$ cat config.mk
export PLATFORM = sky130hd
export DESIGN_NAME = jk_excitation_driver
export DESIGN_NICKNAME = d
export VERILOG_FILES = /design/src/rtl/jk_excitation_driver_pkg.sv /design/src/rtl/jk_excitation_driver_tgt_fifo.sv /design/src/rtl/jk_excitation_driver.sv
export SDC_FILE = /design/constraint.sdc
export NUM_CORES = 1
export LEC_CHECK = 0
export BUFFER_PORTS_ARGS = -buffer_cell sky130_fd_sc_hd__buf_2
export CAP_MARGIN = 10
export CORE_MARGIN = 1
export CORE_UTILIZATION = 45
export CTS_CLUSTER_SIZE = 8
export DETAILED_ROUTE_END_ITERATION = 16
export PLACE_DENSITY_LB_ADDON = 0.08
export SYNTH_ARGS = -nofsm -noshare
export SYNTH_HDL_FRONTEND = slang
export SYNTH_HIERARCHICAL = 1
export SYNTH_SLANG_ARGS = --single-unit
$ cat constraint.sdc
create_clock -name clk -period 3.4 [get_ports clk]
set_input_delay 0.51 -clock clk [delete_from_list [all_inputs] [get_ports clk]]
set_output_delay 0.51 -clock clk [all_outputs]
set_load 0.01 [all_outputs]
$ cat src/rtl/jk_excitation_driver_pkg.sv
// Shared types and helpers for the JK excitation driver: FSM states,
// excitation pair encodings and the excitation-table lookup.
package jk_excitation_driver_pkg;

  typedef enum logic [1:0] {
    ST_IDLE  = 2'd0,
    ST_DRIVE = 2'd1,
    ST_CHECK = 2'd2
  } state_t;

  // {j,k} excitation pairs
  localparam logic [1:0] JK_HOLD = 2'b00;
  localparam logic [1:0] JK_SET  = 2'b10;
  localparam logic [1:0] JK_RST  = 2'b01;
  localparam logic [1:0] JK_TOG  = 2'b11;

  // Excitation table with don't-cares resolved to 0, except that a state
  // change may be encoded as toggle when toggle_pref is set.
  function automatic logic [1:0] jk_encode(input logic cur,
                                           input logic tgt,
                                           input logic toggle_pref);
    logic [1:0] jk;
    jk = JK_HOLD;
    if (cur != tgt) begin
      if (toggle_pref) jk = JK_TOG;
      else             jk = tgt ? JK_SET : JK_RST;
    end
    return jk;
  endfunction

endpackage

$ cat src/rtl/jk_excitation_driver_tgt_fifo.sv
// 1-bit synchronous FIFO holding pending target bits. Pushes while full and
// pops while empty are ignored; head data is visible combinationally.
module jk_tgt_fifo #(
  parameter int unsigned DEPTH = 4
) (
  input  logic clk,
  input  logic rst,
  input  logic push_i,
  input  logic din_i,
  input  logic pop_i,
  output logic dout_o,
  output logic full_o,
  output logic empty_o
);

  localparam int unsigned AW = (DEPTH > 1) ? $clog2(DEPTH) : 1;
  localparam logic [AW:0] FULL_CNT = (AW+1)'(DEPTH);
  localparam logic [AW:0] CNT_ONE  = (AW+1)'(1);
  localparam logic [AW-1:0] PTR_ONE = AW'(1);

  logic [DEPTH-1:0] mem_q;
  logic [AW-1:0]    wr_ptr_q;
  logic [AW-1:0]    rd_ptr_q;
  logic [AW:0]      count_q;
  logic             push_ok;
  logic             pop_ok;

  assign full_o  = (count_q == FULL_CNT);
  assign empty_o = (count_q == '0);
  assign push_ok = push_i && !full_o;
  assign pop_ok  = pop_i && !empty_o;
  assign dout_o  = mem_q[rd_ptr_q];

  // Storage array; contents are don't-care until written, so no reset.
  always_ff @(posedge clk) begin
    if (push_ok) mem_q[wr_ptr_q] <= din_i;
  end

  // Pointer and occupancy bookkeeping; pointers wrap since DEPTH is 2^n.
  always_ff @(posedge clk) begin
    if (rst) begin
      wr_ptr_q <= '0;
      rd_ptr_q <= '0;
      count_q  <= '0;
    end else begin
      if (push_ok) wr_ptr_q <= wr_ptr_q + PTR_ONE;
      if (pop_ok)  rd_ptr_q <= rd_ptr_q + PTR_ONE;
      case ({push_ok, pop_ok})
        2'b10:   count_q <= count_q + CNT_ONE;
        2'b01:   count_q <= count_q - CNT_ONE;
        default: count_q <= count_q;
      endcase
    end
  end

endmodule

$ cat src/rtl/jk_excitation_driver.sv
// Converts a stream of desired next-state bits into one-cycle J/K excitation
// pulses for an external JK flop and checks the flop's Q afterwards.
//
// state    | meaning
// ---------+-----------------------------------------------------------
// ST_IDLE  | j/k low, waiting for a queued target
// ST_DRIVE | excitation pair on j/k for exactly one cycle
// ST_CHECK | flop has sampled j/k; compare q_fb with the target
module jk_excitation_driver
  import jk_excitation_driver_pkg::*;
#(
  parameter int unsigned DEPTH       = 4,
  parameter int unsigned CNT_W       = 8,
  parameter bit          TOGGLE_PREF = 1'b0
) (
  input  logic             clk,
  input  logic             rst,
  input  logic             tgt_valid,
  input  logic             tgt_bit,
  output logic             tgt_ready,
  output logic             j,
  output logic             k,
  input  logic             q_fb,
  output logic             busy,
  output logic             err,
  output logic [CNT_W-1:0] err_count,
  output logic [CNT_W-1:0] done_count
);

  localparam logic [CNT_W-1:0] CNT_ONE = CNT_W'(1);

  state_t           state_q;
  logic             tgt_q;
  logic             j_q;
  logic             k_q;
  logic             err_q;
  logic [CNT_W-1:0] err_count_q;
  logic [CNT_W-1:0] done_count_q;
  logic [1:0]       jk_d;
  logic             fifo_head;
  logic             fifo_full;
  logic             fifo_empty;
  logic             fifo_pop;

  jk_tgt_fifo #(.DEPTH(DEPTH)) u_fifo (
    .clk     (clk),
    .rst     (rst),
    .push_i  (tgt_valid),
    .din_i   (tgt_bit),
    .pop_i   (fifo_pop),
    .dout_o  (fifo_head),
    .full_o  (fifo_full),
    .empty_o (fifo_empty)
  );

  // The flop's current state is taken from q_fb on the pop edge and folded
  // straight into the registered pair, so no separate copy is kept.
  assign jk_d     = jk_encode(q_fb, fifo_head, TOGGLE_PREF);
  assign fifo_pop = !fifo_empty && ((state_q == ST_IDLE) || (state_q == ST_CHECK));

  // Sequencer: pop, drive one cycle, check, then chain or go idle.
  always_ff @(posedge clk) begin
    if (rst) begin
      state_q      <= ST_IDLE;
      tgt_q        <= 1'b0;
      j_q          <= 1'b0;
      k_q          <= 1'b0;
      err_q        <= 1'b0;
      err_count_q  <= '0;
      done_count_q <= '0;
    end else begin
      j_q <= 1'b0;
      k_q <= 1'b0;
      unique case (state_q)
        ST_IDLE: begin
          if (fifo_pop) begin
            tgt_q      <= fifo_head;
            {j_q, k_q} <= jk_d;
            state_q    <= ST_DRIVE;
          end
        end
        ST_DRIVE: begin
          state_q <= ST_CHECK;
        end
        ST_CHECK: begin
          done_count_q <= done_count_q + CNT_ONE;
          if (q_fb != tgt_q) begin
            err_q <= 1'b1;
            if (err_count_q != '1) err_count_q <= err_count_q + CNT_ONE;
          end
          if (fifo_pop) begin
            tgt_q      <= fifo_head;
            {j_q, k_q} <= jk_d;
            state_q    <= ST_DRIVE;
          end else begin
            state_q <= ST_IDLE;
          end
        end
        default: state_q <= ST_IDLE;
      endcase
    end
  end

  assign tgt_ready  = !fifo_full;
  assign j          = j_q;
  assign k          = k_q;
  assign busy       = (state_q != ST_IDLE) || !fifo_empty;
  assign err        = err_q;
  assign err_count  = err_count_q;
  assign done_count = done_count_q;

endmodule

==> impl_metrics.toml <==
[status]
run_status = "complete, no violations"

[cells_and_area]
regArea_sq_um = 701
final_layout_size_suffix_gt1_frac = 0.201
n_antenna_cell = 0
fillCellCount = 311
layout.nets = 197
layout.cells.most_common_list = "29 x sky130_fd_sc_hd__dfxtp_1, 25 x sky130_fd_sc_hd__buf_2, 20 x sky130_fd_sc_hd__nor2_1, 11 x sky130_fd_sc_hd__inv_1, 11 x sky130_fd_sc_hd__xor2_1"
multi_input_area_sq_um = 744
layout-area-overhead-vs-synth_pct = 15.2
final_util = 0.555
mostFrequentLayoutCell = "sky130_fd_sc_hd__dfxtp_1"

[routing]
routed-via-count = 1145
avgViaCountPerCell = 5.02
antenna_left = 0
drt-wirelength-per-cell_microns = 11.9
sum_of_routed_wire_length_over_all_layers_mm = 2.71
initial_drt_markers = 61
drcViolationCount = 0
drtPass1Iterations = 4

[global_route]
antenna_found_initial = 0
grt.total_usage = 0.178
globalRoute.totalOverflow = 0
vias_in_the_first_global_route = 1089
grt_start_max_net_pins = 28
grt_first_pass_wirelength_mm = 4.62

[placement]
placement.io_buffers = 25
dpl_worst_slack_ns = 1.16
place_congestion = 0.758
hpwlAfterDp_mm = 1.94

[sta]
finalHoldViolCount = 0
holdWs_ns = 0.404
fin_crit_ns = 2.26
setup_viol = 0
fmax_mhz = 443
max_slew.worst_pin.slew_ns = 0.471
grt_setup_unrepaired = "false"
worst_clock_skew_ns = 0.00731
fin_ws_ns = 1.14
max_slew_margin = 0.686
timing_max_transition_violations_final = 0
fin_setup_tns_ns = 0
finalCritPeriodShare = 0.664

[floorplanning]
floorplan.initialDensity = 0.481
design.core.area_sq_mm = 0.00310
floorplan.io_pins = 26
die_area_sq_mm = 0.00355
die-height_microns = 59.6
rows = 20
die_x_microns = 59.6

[worst_hold_path]
min-delay-path-class = "input port to flop"

[cts]
cts_hold_buf = 0
post_cts_buffers = 0
clkSinkCount = 33
worst_skew_pair.late_latency_ns = 0.33
number_of_cells_upsized_or_downsized_after_cts = 0
tritoncts_clock_tree = "done"
cts_htree_levels = 2
clock_path_buffers = 2
cts_root_buf = "sky130_fd_sc_hd__clkbuf_4"
clkSlewWorstSetupHoldPaths_ns = 0.09
cts_buffers = 5

[yosys]
yosysSeqAreaShare = 0.469
synthesis.area_per_instance_sq_um = 9.70
synth_area_sq_mm = 0.00149
post_synth_top_area_share = 0.389
synth.net_count = 167
synthDominantAreaCellType = "sky130_fd_sc_hd__dfxtp_1"
synth.lib_cells_used.distinct = 36
synthTopCellsByArea = "sky130_fd_sc_hd__dfxtp_1 39%, sky130_fd_sc_hd__edfxtp_1 8.0%, sky130_fd_sc_hd__xor2_1 6.4%"
ys_seq_elements = 33
synthCells = 154
yosysWarnings = 6

[worst_setup_path]
path_max_fanout = 6
critical_path_arrival_ns = 2.51
largest_delay_share_family_worst_path = "simple AND/OR/NAND/NOR gates"
cpMostUsedCell = "sky130_fd_sc_hd__inv_1"
crit_buf_inv = 2
path_cells = "nor3_2 > nor2_1 > o31ai_1 > inv_1 > ha_1 > inv_1 > fa_1 > xor2_1 > or3_1 > a21oi_1"
cpMaxStageDelayCell = "sky130_fd_sc_hd__dfxtp_1"
endpoint_kind = "flop"
cpPeakStageDelay_ns = 0.45
path_class = "flop to flop"
worstSetupStartpointType = "flop"
worst-endpoint-required_ns = 3.66

[flow_run]
drv.max_cap_violation_count = 0

[pwr]
leakage_nw = 0.734
power-per-cell-area_mw_per_mm2 = 599
vdd.ir_drop.worst_mv = 0.345
[per-stage QoR]
stage | instance area [sq um] | instances | power (W)
3_5_place_dp | 1670 | 221 | 0.000820
6_report | 1720 | 228 | 0.00103
2_1_floorplan | 1490 | 154 | 0.000730
3_3_place_gp | 1670 | 221 | 0.000804
4_1_cts | 1720 | 228 | 0.00104
5_1_grt | 1720 | 228 | 0.00110
[cell usage after synthesis]
library cell and n:
sky130_fd_sc_hd__and2_1 4, sky130_fd_sc_hd__o2111ai_1 1, sky130_fd_sc_hd__nand2_1 8, sky130_fd_sc_hd__inv_1 11
sky130_fd_sc_hd__nand3b_1 1, sky130_fd_sc_hd__nand4_1 5, sky130_fd_sc_hd__or3_1 6, sky130_fd_sc_hd__and2b_2 1
sky130_fd_sc_hd__and4b_1 1, sky130_fd_sc_hd__mux2i_1 3, sky130_fd_sc_hd__nor4b_1 1, sky130_fd_sc_hd__ha_1 7
sky130_fd_sc_hd__a211oi_1 1, sky130_fd_sc_hd__dfxtp_1 29, sky130_fd_sc_hd__xor2_2 1, sky130_fd_sc_hd__and3_1 1
sky130_fd_sc_hd__nand2b_1 1, sky130_fd_sc_hd__or4b_1 1, sky130_fd_sc_hd__o21ai_0 7, sky130_fd_sc_hd__nand3_1 4
sky130_fd_sc_hd__nor3b_2 1, sky130_fd_sc_hd__edfxtp_1 4, sky130_fd_sc_hd__clkbuf_1 1, sky130_fd_sc_hd__o211ai_2 1
sky130_fd_sc_hd__a21oi_1 10, sky130_fd_sc_hd__fa_1 1, sky130_fd_sc_hd__o31ai_1 2, sky130_fd_sc_hd__or4_1 1
sky130_fd_sc_hd__nor2_1 20, sky130_fd_sc_hd__xor2_1 11, sky130_fd_sc_hd__nor3b_1 3, sky130_fd_sc_hd__buf_1 1
sky130_fd_sc_hd__mux4_2 1, sky130_fd_sc_hd__nor3_1 1, sky130_fd_sc_hd__xnor2_1 1, sky130_fd_sc_hd__nor3_2 1
[registers in the layout, summed over array words and instances, names as in the netlist]
name / count
j: 1
err: 1
u_fifo/count_q: 3
k: 1
done_count: 8
u_fifo/wr_ptr_q: 2
tgt_q: 1
state_q: 2
u_fifo/mem_q: 4
err_count: 8
u_fifo/rd_ptr_q: 2
[layer usage]
metal / GRT usage / up-vias / part of all wire
li1: - / 592 / -
met1: 0.202 / 525 / 0.44
met2: 0.305 / 23 / 0.51
met3: 0.0590 / 5 / 0.042
met4: 0.0764 / 0 / 0.017
met5: 0 / - / 0
[report_power, final]
| group | switching [W] | total (W) | leakage (nW) | internal, W |
|---|---|---|---|---|
| combinational | 0.000170 | 0.000304 | 0.431 | 0.000134 |
| clock | 0.000123 | 0.000221 | 0.0314 | 0.0000976 |
| sequential | 0.0000597 | 0.000507 | 0.272 | 0.000447 |
| total | 0.000352 | 0.00103 | 0.734 | 0.000679 |
[cell families after synthesis]
logic type                 share of synthesized area
buffers and inverters                         0.0327
xor gates and xnor gates                      0.0812
and+or+nand+nor                                0.224
DFF                                            0.469
AOI/OAI and AO/OA                             0.0863
muxes                                         0.0352
adders and majority gates                     0.0720
[layout make-up]
| class | count | share of cell area |
|---|---|---|
| Clock buffer | 7 | 0.0320 |
| Inverter | 11 | 0.0240 |
| Multi-Input combinational cell | 108 | 0.432 |
| Sequential cell | 33 | 0.407 |
| Tap cell | 44 | 0.0320 |
| Timing Repair Buffer | 25 | 0.0727 |
[worst paths after layout]
check,endpoint,start,cells after the start,slack (ns)
worst max-delay path,u_fifo/count_q[2],u_fifo/count_q[0],10,1.14
worst min-delay path,u_fifo/mem_q[2],tgt_bit,1,0.40
worst max register to register,u_fifo/count_q[2],u_fifo/count_q[0],10,1.14
worst min register to register,err,err,2,0.47
[worst reg2reg max path, stage by stage (launching register included)]
cell and delay [ns]:
sky130_fd_sc_hd__dfxtp_1 0.45, sky130_fd_sc_hd__nor3_2 0.11, sky130_fd_sc_hd__nor2_1 0.17, sky130_fd_sc_hd__o31ai_1 0.13, sky130_fd_sc_hd__inv_1 0.07, sky130_fd_sc_hd__ha_1 0.17
sky130_fd_sc_hd__inv_1 0.06, sky130_fd_sc_hd__fa_1 0.40, sky130_fd_sc_hd__xor2_1 0.17, sky130_fd_sc_hd__or3_1 0.31, sky130_fd_sc_hd__a21oi_1 0.15
Power figures use the tool's default switching activity.
